## config.mk

```make
export PLATFORM = sky130hd
export DESIGN_NAME = sdc_host_master
export DESIGN_NICKNAME = d
export VERILOG_FILES = /design/src/rtl/sdc_host_master.sv
export SDC_FILE = /design/constraint.sdc
export NUM_CORES = 1
export LEC_CHECK = 0
export ABC_AREA = 1
export CAP_MARGIN = 20
export CELL_PAD_IN_SITES_DETAIL_PLACEMENT = 0
export CELL_PAD_IN_SITES_GLOBAL_PLACEMENT = 2
export CORE_MARGIN = 8
export CORE_UTILIZATION = 34
export CTS_CLUSTER_DIAMETER = 120
export DETAILED_ROUTE_END_ITERATION = 10
export PLACE_DENSITY_LB_ADDON = 0.1
export SKIP_LAST_GASP = 1
export SLEW_MARGIN = 40
export SYNTH_ARGS = -nofsm -noshare
export SYNTH_HDL_FRONTEND = slang
export SYNTH_SLANG_ARGS = --single-unit
export TNS_END_PERCENT = 1
```

## constraint.sdc

```tcl
create_clock -name clk -period 10.75 [get_ports clk]
set_input_delay 2.15 -clock clk [delete_from_list [all_inputs] [get_ports clk]]
set_output_delay 2.15 -clock clk [all_outputs]
set_load 0.02 [all_outputs]
```

## src/rtl/sdc_host_master.sv

```systemverilog
// sdc_host_master: hardware initiator for the byte-strobed SDC command channel.
// Optional build macro SDC_AUTOMOUNT_EN: announce IMG_SIZE0 for drive 0 with CMD4 out of reset.
module sdc_host_master #(
    parameter int          STROBE_GAP = 4,
    parameter int          POLL_MAX   = 65535,
    parameter logic [31:0] IMG_SIZE0  = 32'd0
) (
    input  logic        clk,
    input  logic        rstn,
    input  logic        irq,
    output logic        iack,
    output logic        sdc_strobe,
    output logic        sdc_start,
    output logic [7:0]  sdc_dout,
    input  logic [7:0]  sdc_din,
    input  logic [31:0] base_lba0,
    input  logic [31:0] base_lba1,
    output logic        busy,
    output logic        err,
    output logic [31:0] last_sector
);
    localparam logic [7:0]  GAP_LAST  = 8'(STROBE_GAP - 1);
    localparam logic [15:0] POLL_LAST = 16'(POLL_MAX - 1);

    typedef enum logic [3:0] {
        INIT, IDLE, ACK, ST_CMD, ST_RD, RW_CMD, RW_SECT, RW_POLL, FIN, MOUNT
    } state_t;

    state_t      state;
    logic [7:0]  gap;
    logic [2:0]  idx;
    logic [15:0] poll_cnt;
    logic [7:0]  mask;
    logic [23:0] sec;
    logic [31:0] lsec;
    logic [31:0] rsector;
    logic [31:0] lsec_next;

    function automatic logic [7:0] word_byte(input logic [31:0] w, input logic [1:0] i);
        case (i)
            2'd0:    word_byte = w[31:24];
            2'd1:    word_byte = w[23:16];
            2'd2:    word_byte = w[15:8];
            default: word_byte = w[7:0];
        endcase
    endfunction

    // The last sector byte is still on sdc_din when the CMD2 target is formed.
    assign rsector   = {sec, sdc_din};
    assign lsec_next = rsector + (mask[0] ? base_lba0 : base_lba1);

`ifndef SDC_AUTOMOUNT_EN
    logic unused_img;
    assign unused_img = ^IMG_SIZE0;
`endif

    always_ff @(posedge clk) begin
        if (!rstn) begin
            state       <= INIT;
            iack        <= 1'b0;
            sdc_strobe  <= 1'b0;
            sdc_start   <= 1'b0;
            sdc_dout    <= 8'h00;
            busy        <= 1'b0;
            err         <= 1'b0;
            last_sector <= 32'd0;
            gap         <= 8'd0;
            idx         <= 3'd0;
            poll_cnt    <= 16'd0;
        end else begin
            iack       <= 1'b0;
            sdc_strobe <= 1'b0;
            sdc_start  <= 1'b0;
            err        <= 1'b0;
            if (gap != 8'd0)
                gap <= gap - 8'd1;

            // gap==0 marks the last idle clock of a byte slot: response valid, next strobe may go out.
            case (state)
                INIT: begin
`ifdef SDC_AUTOMOUNT_EN
                    busy       <= 1'b1;
                    sdc_strobe <= 1'b1;
                    sdc_start  <= 1'b1;
                    sdc_dout   <= 8'h04;
                    gap        <= GAP_LAST;
                    idx        <= 3'd0;
                    state      <= MOUNT;
`else
                    state <= IDLE;
`endif
                end
`ifdef SDC_AUTOMOUNT_EN
                // Wrapper marks drive 0 mounted from the announced size (nonzero = mounted).
                MOUNT: if (gap == 8'd0) begin
                    if (idx != 3'd5) begin
                        sdc_strobe <= 1'b1;
                        sdc_dout   <= (idx == 3'd0) ? 8'h00 : word_byte(IMG_SIZE0, idx[1:0] - 2'd1);
                        gap        <= GAP_LAST;
                        idx        <= idx + 3'd1;
                    end else begin
                        busy  <= 1'b0;
                        state <= IDLE;
                    end
                end
`endif
                IDLE: if (irq) begin
                    busy  <= 1'b1;
                    iack  <= 1'b1;
                    state <= ACK;
                end
                ACK: begin
                    sdc_strobe <= 1'b1;
                    sdc_start  <= 1'b1;
                    sdc_dout   <= 8'h01;
                    gap        <= GAP_LAST;
                    state      <= ST_CMD;
                end
                ST_CMD: if (gap == 8'd0) begin
                    sdc_strobe <= 1'b1;
                    sdc_dout   <= 8'h00;
                    gap        <= GAP_LAST;
                    idx        <= 3'd0;
                    state      <= ST_RD;
                end
                ST_RD: if (gap == 8'd0) begin
                    if (idx == 3'd0)
                        mask <= sdc_din;
                    else
                        sec <= {sec[15:0], sdc_din};
                    if (idx != 3'd4) begin
                        sdc_strobe <= 1'b1;
                        sdc_dout   <= 8'h00;
                        gap        <= GAP_LAST;
                        idx        <= idx + 3'd1;
                    end else if (mask == 8'h00) begin
                        state <= FIN;
                    end else begin
                        lsec        <= lsec_next;
                        last_sector <= lsec_next;
                        sdc_strobe  <= 1'b1;
                        sdc_start   <= 1'b1;
                        sdc_dout    <= 8'h02;
                        gap         <= GAP_LAST;
                        state       <= RW_CMD;
                    end
                end
                RW_CMD: if (gap == 8'd0) begin
                    sdc_strobe <= 1'b1;
                    sdc_dout   <= lsec[31:24];
                    gap        <= GAP_LAST;
                    idx        <= 3'd1;
                    poll_cnt   <= 16'd0;
                    state      <= RW_SECT;
                end
                RW_SECT: if (gap == 8'd0) begin
                    sdc_strobe <= 1'b1;
                    gap        <= GAP_LAST;
                    if (idx != 3'd4) begin
                        sdc_dout <= word_byte(lsec, idx[1:0]);
                        idx      <= idx + 3'd1;
                    end else begin
                        sdc_dout <= 8'h00;
                        state    <= RW_POLL;
                    end
                end
                // Done: re-read STATUS, since a second drive's request raises no new irq.
                RW_POLL: if (gap == 8'd0) begin
                    if (sdc_din[0]) begin
                        if (poll_cnt == POLL_LAST) begin
                            err   <= 1'b1;
                            state <= FIN;
                        end else begin
                            poll_cnt   <= poll_cnt + 16'd1;
                            sdc_strobe <= 1'b1;
                            sdc_dout   <= 8'h00;
                            gap        <= GAP_LAST;
                        end
                    end else begin
                        sdc_strobe <= 1'b1;
                        sdc_start  <= 1'b1;
                        sdc_dout   <= 8'h01;
                        gap        <= GAP_LAST;
                        state      <= ST_CMD;
                    end
                end
                FIN: begin
                    busy  <= 1'b0;
                    state <= IDLE;
                end
                default: state <= IDLE;
            endcase
        end
    end
endmodule

```

==> tab_implementation.tex, run 1 <==
\begin{tabular}{lr}
\hline
Metric & Value \\
\hline
\multicolumn{2}{l}{\textbf{Route}} \\
Routed via count divided by cell count & 4.62 \\
Total via count after detailed routing & 7985 \\
Number of design-rule violations left by the first detailed-router iteration & 469 \\
Drc violations & 0 \\
WL/cell & 16.6 µm \\
Final antenna-violating net count & 0 \\
First-pass iteration count of the detailed router & 5 \\
Total Routed Length & 28700 µm \\
\multicolumn{2}{l}{\textbf{CTS}} \\
CTS clock-pin slew for the worst setup and hold paths & 0.06 ns \\
Cells resized by post-CTS repair & 0 \\
Cts hold-fix bufs & 0 \\
Post-CTS setup buffer count & 0 \\
Clock Root Buffer & sky130\_fd\_sc\_hd\_\_clkbuf\_16 \\
Number of H-tree branching levels & 4 \\
Latest clock arrival within the worst-skew pair & 0.43 ns \\
CTS tree & built \\
Number of buffers added by the clock tree synthesis step & 17 \\
Clk sink count & 140 \\
Max clock buf depth & 2 \\
\multicolumn{2}{l}{\textbf{Timing}} \\
Fmax & 239 MHz \\
Period minus WS final & 4.18 ns \\
Hold Violations, Final & 0 \\
RSZ-0062 raised after global routing & no \\
Clk\_skew & 0.0133 ns \\
Fin Setup TNS & 0 ns \\
Post-route fraction of the period consumed by the critical path & 38.9\% \\
Max\_slew headroom & 50.3\% \\
Least-Margin Pin Slew & 0.745 ns \\
Final Max Slew Viols & 0 \\
Total of endpoints with negative setup slack in the final report & 0 \\
\multicolumn{2}{l}{\textbf{Floorplan}} \\
Area of the die & 31500 µm² \\
Die span in x & 178 µm \\
Initial cell density of the core & 34.4\% \\
Core Region & 25800 µm² \\
Count of standard-cell rows & 59 \\
Die height & 178 µm \\
Top-level I/O count & 120 \\
\multicolumn{2}{l}{\textbf{Logic synthesis}} \\
Area share of the largest cell type after synthesis & 21.6\% \\
Leading post-synthesis cells by instance count & sky130\_fd\_sc\_hd\_\_nand2\_1, sky130\_fd\_sc\_hd\_\_inv\_1, sky130\_fd\_sc\_hd\_\_nor2\_1 \\
Average footprint of a synthesized cell & 7.00 µm² \\
Number of instances in the synthesized netlist & 1268 \\
Number of warnings issued by yosys & 0 \\
Count leader, synth & sky130\_fd\_sc\_hd\_\_nand2\_1 \\
Count of different cell masters after synthesis & 45 \\
Sequential element share of the synthesized area & 38.8\% \\
Number of enable flip-flop cells after synthesis & 64 \\
Most area-consuming cells after synthesis & sky130\_fd\_sc\_hd\_\_edfxtp\_1, sky130\_fd\_sc\_hd\_\_nand2\_1, sky130\_fd\_sc\_hd\_\_dfxtp\_1, sky130\_fd\_sc\_hd\_\_inv\_1, sky130\_fd\_sc\_hd\_\_ha\_1 \\
Post-synth net total & 1384 \\
Area leader, netlist & sky130\_fd\_sc\_hd\_\_edfxtp\_1 \\
Seq cells post-synth & 140 \\
Post-synthesis async set-or-reset flop share & 0\% \\
Primary FF master, synth & sky130\_fd\_sc\_hd\_\_dfxtp\_1 \\
Total standard cell area after synthesis & 8880 µm² \\
\multicolumn{2}{l}{\textbf{Critical path}} \\
Worst setup startpoint & sdc\_din[0] \\
Kind of capture point of the worst setup path & register \\
Data required time of the critical path & 10.92 ns \\
Worst Path Class, Setup & input pin to register \\
Type of element launching the critical path & input pin \\
Start of the worst register-to-register path & idx[0]\$\_SDFFE\_PN0P\_ \\
Worst endpoint data arrival time & 4.35 ns \\
Largest fanout on the critical path & 5 \\
\multicolumn{2}{l}{\textbf{GRT}} \\
Antenna violations before repair & 0 \\
Sum of overflow across all layers after global routing & 0 \\
Grt met1 use & 21.9\% \\
Overall track demand over capacity in global routing & 18.7\% \\
Met3 capacity usage during global routing & 3.68\% \\
M2 GR Usage & 33.9\% \\
Pin count of the biggest net entering global routing & 42 \\
Vias in the first global route & 8247 \\
Busiest layer in global routing & met2 \\
Global-route wire length before repair & 45300 µm \\
\multicolumn{2}{l}{\textbf{Placed design}} \\
Number of I/O port buffers & 119 \\
Detailed-placement wirelength estimate & 23200 µm \\
Placed cells & 1698 \\
GP Congestion & 0.852 \\
\multicolumn{2}{l}{\textbf{Layout}} \\
Sequential Area & 3440 µm² \\
Final-stage net count & 1498 \\
Total area of multi-input combinational cells & 4540 µm² \\
Post-layout instance count excluding filler cells & 1730 \\
Count of fill cells added during filler insertion & 2773 \\
Number of inserted diodes & 0 \\
Area growth from synthesis to layout & 23.6\% \\
Final core utilization & 42.5\% \\
Layout cells sized above 1 & 5.52\% \\
\multicolumn{2}{l}{\textbf{Power}} \\
Switching component of the power & 0.000623 W \\
Maximum resistive drop on vdd & 0.121 mV \\
Clock share of power & 33.3\% \\
Int Pwr & 0.00111 W \\
Combinational cell fraction of total power & 30.4\% \\
Sequential Power Share & 36.3\% \\
Switching share of power & 35.9\% \\
Power density cells & 158 nW/µm² \\
P\_leak & 5.03 nW \\
\multicolumn{2}{l}{\textbf{Hold path}} \\
Worst hold path startpoint & sdc\_dout[1]\$\_SDFFE\_PN0P\_ \\
Hold/Removal Path Class & register to register \\
\multicolumn{2}{l}{\textbf{Flow run}} \\
Number of max-cap violations & 0 \\
\multicolumn{2}{l}{\textbf{Run status}} \\
Outcome & finished, final reports clean \\
\hline
\end{tabular}
[cell usage in the layout (no fill, tap or decap), drive strengths merged]
master | netlist | layout
buf | 15 | 7
a211oi | 8 | 8
nor2 | 115 | 115
and3 | 2 | 2
o21ai | 49 | 49
o21bai | 11 | 11
nor4 | 1 | 1
a221oi | 1 | 1
dfxtp | 76 | 76
a21o | 2 | 2
and2 | 3 | 3
nand3 | 80 | 80
fa | 1 | 1
o21a | 18 | 18
nand2 | 450 | 450
or3 | 1 | 1
nor3 | 8 | 8
a21oi | 64 | 64
xnor2 | 16 | 16
inv | 197 | 201
o2111ai | 1 | 1
clkinv | 0 | 8
nand4 | 10 | 10
clkdlybuf4s50 | 0 | 119
o211ai | 1 | 1
ha | 40 | 40
clkbuf | 16 | 20
a31oi | 1 | 1
xor2 | 17 | 17
edfxtp | 64 | 64
[critical path, stage by stage]
cell and delay, ns:
sky130_fd_sc_hd__clkdlybuf4s50_1 0.57, sky130_fd_sc_hd__ha_1 0.33, sky130_fd_sc_hd__fa_1 0.44, sky130_fd_sc_hd__nand3_1 0.11
sky130_fd_sc_hd__nand3_1 0.15, sky130_fd_sc_hd__nand3_1 0.11, sky130_fd_sc_hd__nand3_1 0.15, sky130_fd_sc_hd__nand2_1 0.14
sky130_fd_sc_hd__nand2_1 0.06, sky130_fd_sc_hd__nand2_1 0.08, sky130_fd_sc_hd__nand2_1 0.06
[kinds of logic (layout without fill, tap and decap cells)]
| kind of cell | Yosys count | count (layout) | synth area share, % |
|---|---|---|---|
| compound gates | 156 | 156 | 10.8 |
| xor+xnor | 33 | 33 | 3.26 |
| simple gates | 670 | 670 | 31.2 |
| buf+inv | 228 | 355 | 10.2 |
| flops | 140 | 140 | 38.8 |
| fa+ha+maj | 41 | 41 | 5.86 |
[registers in the layout, summed over array words and instances, names as in the netlist]
signal	cells
err	1
idx	3
lsec	32
sdc_strobe	1
sdc_start	1
iack	1
sec	24
last_sector	32
sdc_dout	8
gap	8
mask	8
poll_cnt	16
state	4
busy	1
[power by group through the flow]
stage | Sequential [W] | Combinational, W | Clock (W)
finish | 0.000631 | 0.000528 | 0.000579
global route | 0.000638 | 0.000594 | 0.000619
CTS | 0.000632 | 0.000533 | 0.000593
detailed placement | 0.000643 | 0.000532 | 0
global placement | 0.000642 | 0.000532 | 0
floorplan | 0.000654 | 0.000356 | 0
[final timing paths]
| check | slack, ns | end | depth (start not counted) |
|---|---|---|---|
| worst max-delay path | 6.57 | lsec[28]$_DFFE_PP_ | 11 |
| worst max register to register | 7.53 | last_sector[25]$_SDFFE_PN0P_ | 9 |
| worst min-delay path | 0.45 | sdc_dout[1]$_SDFFE_PN0P_ | 2 |
| worst min register to register | 0.45 | sdc_dout[1]$_SDFFE_PN0P_ | 2 |
[through the flow]
stage	setup WS [ns]	total power (W)	cell area [µm²]	hold slack (ns)
3_5_place_dp	6.12	0.00118	10400	0.441
3_3_place_gp	6.16	0.00117	10400	0.444
6_report	6.57	0.00174	11000	0.447
4_1_cts	6.56	0.00176	11000	0.451
2_1_floorplan	4.86	0.00101	8880	0.433
5_1_grt	6.43	0.00185	11000	0.484
[routing by layer]
layer  part of all wire [%]  vias up
li1                       -     4237
met1                     44     3571
met2                     51      145
met3                    3.6       32
met4                    2.0        0
met5                      0        -
[area by class of cell]
type                            count  share of cell area, %
Clock buffer                       20                   4.26
Clock inverter                     12                  0.935
Inverter                          197                   6.78
Multi-Input combinational cell    900                   41.4
Sequential cell                   140                   31.4
Tap cell                          335                   3.82
Timing Repair Buffer              126                   11.4
No activity file was read; power rests on OpenSTA's default activity.
==> run 2: changes to the inputs <==
--- a/config.mk
+++ b/config.mk
@@ -10,7 +10,7 @@
 export CELL_PAD_IN_SITES_DETAIL_PLACEMENT = 0
 export CELL_PAD_IN_SITES_GLOBAL_PLACEMENT = 2
 export CORE_MARGIN = 8
-export CORE_UTILIZATION = 34
+export CORE_UTILIZATION = 28
 export CTS_CLUSTER_DIAMETER = 120
 export DETAILED_ROUTE_END_ITERATION = 10
 export PLACE_DENSITY_LB_ADDON = 0.1
==> constraint.sdc (replaced) <==
create_clock -name clk -period 3.6 [get_ports clk]
set_input_delay 0.72 -clock clk [delete_from_list [all_inputs] [get_ports clk]]
set_output_delay 0.72 -clock clk [all_outputs]
set_load 0.02 [all_outputs]
==> run 2 against run 1 <==
Compared with the run above: via count decreased by 0.44%; cell area rose by 1.4%; global-route usage decreased by 2.7 points; register-to-register slack worse by 6.8 ns; largest cell class unchanged; largest power group unchanged.
==> tab_implementation.tex, run 2 (same netlist as run 1, synthesis figures left out) <==
\begin{tabular}{lr}
\hline
Metric & Value \\
\hline
\multicolumn{2}{l}{\textbf{Timing}} \\
Fin Setup TNS & 0 ns \\
Max\_slew headroom & 50.3\% \\
Total of endpoints with negative setup slack in the final report & 0 \\
Period minus WS final & 2.88 ns \\
Final Max Slew Viols & 0 \\
Fmax & 347 MHz \\
Least-Margin Pin Slew & 0.744 ns \\
Post-route fraction of the period consumed by the critical path & 80.0\% \\
Hold Violations, Final & 0 \\
Clk\_skew & 0.00858 ns \\
RSZ-0062 raised after global routing & no \\
\multicolumn{2}{l}{\textbf{Critical path}} \\
Worst endpoint data arrival time & 3.06 ns \\
Worst setup startpoint & mask[0]\$\_DFFE\_PP\_ \\
Worst Path Class, Setup & register to register \\
Buffers and inverters on the worst path & 3 \\
Slack of the worst reg-to-reg path & 0.72 ns \\
Start of the worst register-to-register path & mask[0]\$\_DFFE\_PP\_ \\
Largest fanout on the critical path & 21 \\
Kind of capture point of the worst setup path & register \\
Sequence of cells on the critical path & inv\_1 -> buf\_4 -> nand2\_1 -> nand2\_1 -> ha\_1 -> nand2\_1 -> inv\_1 -> a21oi\_1 -> nand2\_1 -> a21oi\_1 -> nand2\_1 -> nand2\_1 -> nand2\_1 \\
Type of element launching the critical path & register \\
CP max stage cell & sky130\_fd\_sc\_hd\_\_inv\_1 \\
Delay of the slowest cell on the worst path & 0.49 ns \\
Cell repeated most along the worst path & sky130\_fd\_sc\_hd\_\_nand2\_1 \\
Data required time of the critical path & 3.78 ns \\
Cell family with most CP delay & buffers and inverters \\
\multicolumn{2}{l}{\textbf{GRT}} \\
Vias in the first global route & 8326 \\
Sum of overflow across all layers after global routing & 0 \\
Antenna violations before repair & 0 \\
Pin count of the biggest net entering global routing & 34 \\
Global-route wire length before repair & 47000 µm \\
Overall track demand over capacity in global routing & 16.1\% \\
\multicolumn{2}{l}{\textbf{CTS}} \\
Cells resized by post-CTS repair & 0 \\
Latest clock arrival within the worst-skew pair & 0.43 ns \\
Cts hold-fix bufs & 0 \\
Max clock buf depth & 2 \\
Clock Root Buffer & sky130\_fd\_sc\_hd\_\_clkbuf\_16 \\
CTS clock-pin slew for the worst setup and hold paths & 0.07 ns \\
Number of H-tree branching levels & 4 \\
Number of buffers added by the clock tree synthesis step & 17 \\
CTS tree & built \\
Clk sink count & 140 \\
Post-CTS setup buffer count & 0 \\
\multicolumn{2}{l}{\textbf{Layout}} \\
Most frequent cells in the layout & sky130\_fd\_sc\_hd\_\_nand2\_1, sky130\_fd\_sc\_hd\_\_inv\_1, sky130\_fd\_sc\_hd\_\_clkdlybuf4s50\_1 \\
Registers with the most flip-flops & last\_sector: 32 flops, lsec: 32 flops, sec: 24 flops \\
Number of inserted diodes & 0 \\
Final core utilization & 35.4\% \\
Area growth from synthesis to layout & 25.3\% \\
Most frequent standard cell in the layout excluding fill and tap cells & sky130\_fd\_sc\_hd\_\_nand2\_1 \\
Layout cells sized above 1 & 5.71\% \\
Final-stage net count & 1503 \\
\multicolumn{2}{l}{\textbf{Run status}} \\
Outcome & finished, final reports clean \\
\multicolumn{2}{l}{\textbf{Floorplan}} \\
Top-level I/O count & 120 \\
Die height & 194 µm \\
Die span in x & 194 µm \\
Initial cell density of the core & 28.3\% \\
Count of standard-cell rows & 65 \\
Core Region & 31400 µm² \\
Area of the die & 37700 µm² \\
\multicolumn{2}{l}{\textbf{Route}} \\
First-pass iteration count of the detailed router & 5 \\
Number of design-rule violations left by the first detailed-router iteration & 335 \\
Final antenna-violating net count & 0 \\
Total via count after detailed routing & 7950 \\
WL/cell & 16.5 µm \\
Drc violations & 0 \\
Total Routed Length & 29700 µm \\
Routed via count divided by cell count & 4.41 \\
\multicolumn{2}{l}{\textbf{Placed design}} \\
Detailed-placement wirelength estimate & 24100 µm \\
Number of I/O port buffers & 119 \\
GP Congestion & 0.808 \\
\multicolumn{2}{l}{\textbf{Power}} \\
Power density cells & 476 nW/µm² \\
Maximum resistive drop on vdd & 0.346 mV \\
Power consumption & 0.00529 W \\
P\_leak & 5.05 nW \\
\multicolumn{2}{l}{\textbf{Hold path}} \\
Worst hold path startpoint & sdc\_dout[1]\$\_SDFFE\_PN0P\_ \\
Hold/Removal Path Class & register to register \\
\multicolumn{2}{l}{\textbf{Flow run}} \\
Number of max-cap violations & 0 \\
\hline
\end{tabular}
[run 2: layer usage]
| metal | GRT usage (%) | vias up | share of wire, % |
|---|---|---|---|
| met4 | 4.58 | 0 | 1.6 |
| met2 | 29.3 | 122 | 51 |
| met5 | 0 | - | 0 |
| met1 | 18.9 | 3562 | 45 |
| met3 | 3.00 | 25 | 2.6 |
| li1 | - | 4241 | - |
[run 2: metrics by stage]
stage / setup slack (ns) / instances / instance area, µm² / hold slack [ns]
finish: 0.719 / 1802 / 11100 / 0.452
detailed placement: 0.450 / 1770 / 10500 / 0.445
global route: 0.378 / 1802 / 11100 / 0.488
floorplan: 0.296 / 1268 / 8880 / 0.433
global placement: 0.471 / 1770 / 10500 / 0.440
CTS: 0.635 / 1802 / 11100 / 0.455
[run 2: final timing paths]
path	endpoint	cells past startpoint
setup reg to reg	lsec[29]$_DFFE_PP_	13
hold / removal	sdc_dout[1]$_SDFFE_PN0P_	2
hold reg to reg	sdc_dout[1]$_SDFFE_PN0P_	2
setup / recovery	lsec[29]$_DFFE_PP_	13
[run 2: final cells by class]
class | instances | area [µm²]
Sequential cell | 140 | 3440
Timing Repair Buffer | 131 | 1280
Inverter | 197 | 744
Multi-Input combinational cell | 900 | 4550
Clock buffer | 19 | 443
Fill cell | 3414 | 20300
Tap cell | 402 | 503
Clock inverter | 13 | 156
[run 2: where the power goes]
group / total, W / internal (W) / switching, W
combinational: 0.00159 / 0.000584 / 0.00100
clock: 0.00182 / 0.00106 / 0.000766
sequential: 0.00188 / 0.00179 / 0.0000929
total: 0.00529 / 0.00343 / 0.00186
[run 2: worst register-to-register path: stages, from the launching register on]
cell                       delay [ns]
sky130_fd_sc_hd__edfxtp_1        0.38
sky130_fd_sc_hd__inv_1           0.49
sky130_fd_sc_hd__buf_4           0.31
sky130_fd_sc_hd__nand2_1         0.07
sky130_fd_sc_hd__nand2_1         0.07
sky130_fd_sc_hd__ha_1            0.33
sky130_fd_sc_hd__nand2_1         0.19
sky130_fd_sc_hd__inv_1           0.08
sky130_fd_sc_hd__a21oi_1         0.15
sky130_fd_sc_hd__nand2_1         0.11
sky130_fd_sc_hd__a21oi_1         0.21
sky130_fd_sc_hd__nand2_1         0.09
sky130_fd_sc_hd__nand2_1         0.09
sky130_fd_sc_hd__nand2_1         0.08
==> run 3: changes to the inputs <==
==> constraint.sdc (replaced) <==
create_clock -name clk -period 2.6 [get_ports clk]
set_input_delay 0.52 -clock clk [delete_from_list [all_inputs] [get_ports clk]]
set_output_delay 0.52 -clock clk [all_outputs]
set_load 0.02 [all_outputs]
==> run 3 against run 2 <==
Compared with the run above: sequential cell count did not move; clock skew is 0.0023 ns higher; sequential share of layout area shrank 2.0 points; worst setup slack worse by 0.51 ns; critical path depth up 2; sequential power rose by 38%; register-to-register slack got worse by 0.51 ns; via count up 3.5%; fmax is 20% higher; cell area grew 6.9%; hold slack lost 0.0069 ns; total power grew 41%; critical endpoint is now last_sector[20]$_SDFFE_PN0P_; largest power group unchanged.
==> tab_implementation.tex, run 3 (same netlist as run 1, synthesis figures left out) <==
\begin{tabular}{lr}
\hline
Metric & Value \\
\hline
\multicolumn{2}{l}{\textbf{Run status}} \\
Outcome & finished, final reports clean \\
\multicolumn{2}{l}{\textbf{Route}} \\
Total via count after detailed routing & 8229 \\
Routed via count divided by cell count & 4.36 \\
Number of design-rule violations left by the first detailed-router iteration & 291 \\
WL/cell & 15.6 µm \\
Final antenna-violating net count & 0 \\
First-pass iteration count of the detailed router & 5 \\
Total Routed Length & 29500 µm \\
Drc violations & 0 \\
\multicolumn{2}{l}{\textbf{Timing}} \\
RSZ-0062 raised after global routing & yes \\
Final Max Slew Viols & 0 \\
Post-route fraction of the period consumed by the critical path & 92.1\% \\
Fin Setup TNS & 0 ns \\
Total of endpoints with negative setup slack in the final report & 0 \\
Hold Violations, Final & 0 \\
Least-Margin Pin Slew & 0.517 ns \\
Clk\_skew & 0.0108 ns \\
Period minus WS final & 2.39 ns \\
Max\_slew headroom & 65.5\% \\
Fmax & 418 MHz \\
\multicolumn{2}{l}{\textbf{Layout}} \\
Post-layout instance count excluding filler cells & 1888 \\
Registers with the most flip-flops & last\_sector: 32 flops, lsec: 32 flops, sec: 24 flops \\
Number of inserted diodes & 0 \\
Most frequent cells in the layout & sky130\_fd\_sc\_hd\_\_nand2\_1, sky130\_fd\_sc\_hd\_\_inv\_1, sky130\_fd\_sc\_hd\_\_clkdlybuf4s50\_1 \\
Layout cells sized above 1 & 12.4\% \\
Count of fill cells added during filler insertion & 3378 \\
Final-stage net count & 1589 \\
Sequential Area & 3440 µm² \\
Area growth from synthesis to layout & 33.9\% \\
Total area of multi-input combinational cells & 4600 µm² \\
Most frequent standard cell in the layout excluding fill and tap cells & sky130\_fd\_sc\_hd\_\_nand2\_1 \\
Final core utilization & 37.9\% \\
\multicolumn{2}{l}{\textbf{Critical path}} \\
Sequence of cells on the critical path & inv\_2 -> buf\_4 -> nand2\_1 -> nand2\_1 -> ha\_1 -> fa\_1 -> nand3\_1 -> nand3\_1 -> buf\_4 -> nand4\_1 -> nand3\_1 -> nand2\_1 -> nand2\_1 -> o21bai\_1 -> inv\_1 \\
Start of the worst register-to-register path & mask[0]\$\_DFFE\_PP\_ \\
Cell repeated most along the worst path & sky130\_fd\_sc\_hd\_\_nand2\_1 \\
Slack of the worst reg-to-reg path & 0.21 ns \\
Kind of capture point of the worst setup path & register \\
Cell family with most CP delay & simple AND/OR/NAND/NOR gates \\
Reg2reg end & last\_sector[20]\$\_SDFFE\_PN0P\_ \\
Data required time of the critical path & 2.92 ns \\
Worst endpoint data arrival time & 2.72 ns \\
Type of element launching the critical path & register \\
Worst Path Class, Setup & register to register \\
Buffers and inverters on the worst path & 4 \\
CP max stage cell & sky130\_fd\_sc\_hd\_\_edfxtp\_1 \\
R2r worst-path depth & 15 \\
Largest fanout on the critical path & 6 \\
Worst setup startpoint & mask[0]\$\_DFFE\_PP\_ \\
Delay of the slowest cell on the worst path & 0.41 ns \\
\multicolumn{2}{l}{\textbf{Placed design}} \\
Placed cells & 1856 \\
Number of I/O port buffers & 119 \\
GP Congestion & 0.823 \\
Detailed-placement wirelength estimate & 24200 µm \\
\multicolumn{2}{l}{\textbf{Power}} \\
Switching share of power & 35.3\% \\
Combinational cell fraction of total power & 31.5\% \\
P\_leak & 5.51 nW \\
Power density cells & 629 nW/µm² \\
Sequential Power Share & 34.8\% \\
Clock share of power & 33.7\% \\
Switching component of the power & 0.00264 W \\
Int Pwr & 0.00484 W \\
Maximum resistive drop on vdd & 0.472 mV \\
\multicolumn{2}{l}{\textbf{GRT}} \\
Antenna violations before repair & 1 \\
Sum of overflow across all layers after global routing & 0 \\
Global-route wire length before repair & 46900 µm \\
Pin count of the biggest net entering global routing & 35 \\
Vias in the first global route & 8442 \\
Overall track demand over capacity in global routing & 15.9\% \\
\multicolumn{2}{l}{\textbf{Hold path}} \\
Endpoint of the worst hold path & sdc\_dout[1]\$\_SDFFE\_PN0P\_ \\
Hold-critical path depth & 2 \\
Worst hold path startpoint & sdc\_dout[1]\$\_SDFFE\_PN0P\_ \\
Hold/Removal Path Class & register to register \\
\multicolumn{2}{l}{\textbf{CTS}} \\
Max clock buf depth & 2 \\
CTS clock-pin slew for the worst setup and hold paths & 0.06 ns \\
Post-CTS setup buffer count & 0 \\
Number of H-tree branching levels & 4 \\
Latest clock arrival within the worst-skew pair & 0.43 ns \\
Clock Root Buffer & sky130\_fd\_sc\_hd\_\_clkbuf\_16 \\
Clk sink count & 140 \\
Number of buffers added by the clock tree synthesis step & 17 \\
CTS tree & built \\
\multicolumn{2}{l}{\textbf{Floorplan}} \\
Count of standard-cell rows & 65 \\
Die height & 194 µm \\
Area of the die & 37700 µm² \\
Top-level I/O count & 120 \\
Initial cell density of the core & 28.3\% \\
Core Region & 31400 µm² \\
Die span in x & 194 µm \\
\multicolumn{2}{l}{\textbf{Flow run}} \\
Number of max-cap violations & 0 \\
\hline
\end{tabular}
==> run 3: cell count changes in the layout (fill, tap and decap cells not counted), sizes merged <==
| cell | before | now |
|---|---|---|
| buf | 12 | 98 |
| bufinv | 2 | 1 |
| clkinv | 1 | 4 |
| clkinvlp | 4 | 0 |
| inv | 203 | 205 |
==> run 3: routing by layer <==
metal	wire, µm	share of wire, %	GRT usage, %	vias to the layer above
met5	0	0	0	-
li1	-	-	-	4424
met4	467	1.6	4.41	0
met1	13600	46	19.3	3679
met2	14700	50	28.5	106
met3	791	2.7	2.72	20
==> run 3: worst max-delay path by stage <==
stage,to,slack (ns),depth (start not counted)
after floorplan,sec[0]$_DFFE_PP_,0.04,6
after detailed placement,lsec[28]$_DFFE_PP_,-0.17,11
after global placement,last_sector[14]$_SDFFE_PN0P_,-0.18,11
after global routing,last_sector[29]$_SDFFE_PN0P_,-0.03,18
after CTS,last_sector[27]$_SDFFE_PN0P_,0.1,13
final,last_sector[20]$_SDFFE_PN0P_,0.21,15
==> run 3: tightest hold or removal path, stage by stage, from the launching register on <==
cell and delay (ns):
sky130_fd_sc_hd__dfxtp_1 0.31, sky130_fd_sc_hd__inv_1 0.05, sky130_fd_sc_hd__a21oi_1 0.05
==> run 3: timing repair <==
| item | 4_1_cts | 5_1_grt |
|---|---|---|
| endpoints found under the setup margin | 0 | 34 |
| hold buffers | 0 | 0 |
| gates resized for setup | 0 | 20 |
==> run 3: per-stage QoR <==
stage	hold slack (ns)	setup slack, ns	total power (W)	area, µm²
2_1_floorplan	0.433	0.0384	0.00418	8890
3_3_place_gp	0.433	-0.184	0.00503	11200
3_5_place_dp	0.442	-0.171	0.00503	11200
4_1_cts	0.452	0.0975	0.00758	11800
5_1_grt	0.469	-0.0289	0.00796	11900
6_report	0.445	0.205	0.00748	11900
==> run 3: cell type report <==
class	count	share of cell area [%]
Multi-Input combinational cell	900	38.7
Sequential cell	140	29.0
Timing Repair Buffer	217	16.8
Inverter	197	6.26
Tap cell	402	4.23
Clock buffer	19	3.82
Clock inverter	13	1.22
==> run 3: power by group through the flow <==
stage / Sequential, W / Combinational [W] / Clock (W)
finish: 0.00260 / 0.00236 / 0.00252
CTS: 0.00260 / 0.00239 / 0.00259
global placement: 0.00265 / 0.00238 / 0
global route: 0.00262 / 0.00266 / 0.00268
floorplan: 0.00270 / 0.00148 / 0
detailed placement: 0.00265 / 0.00238 / 0
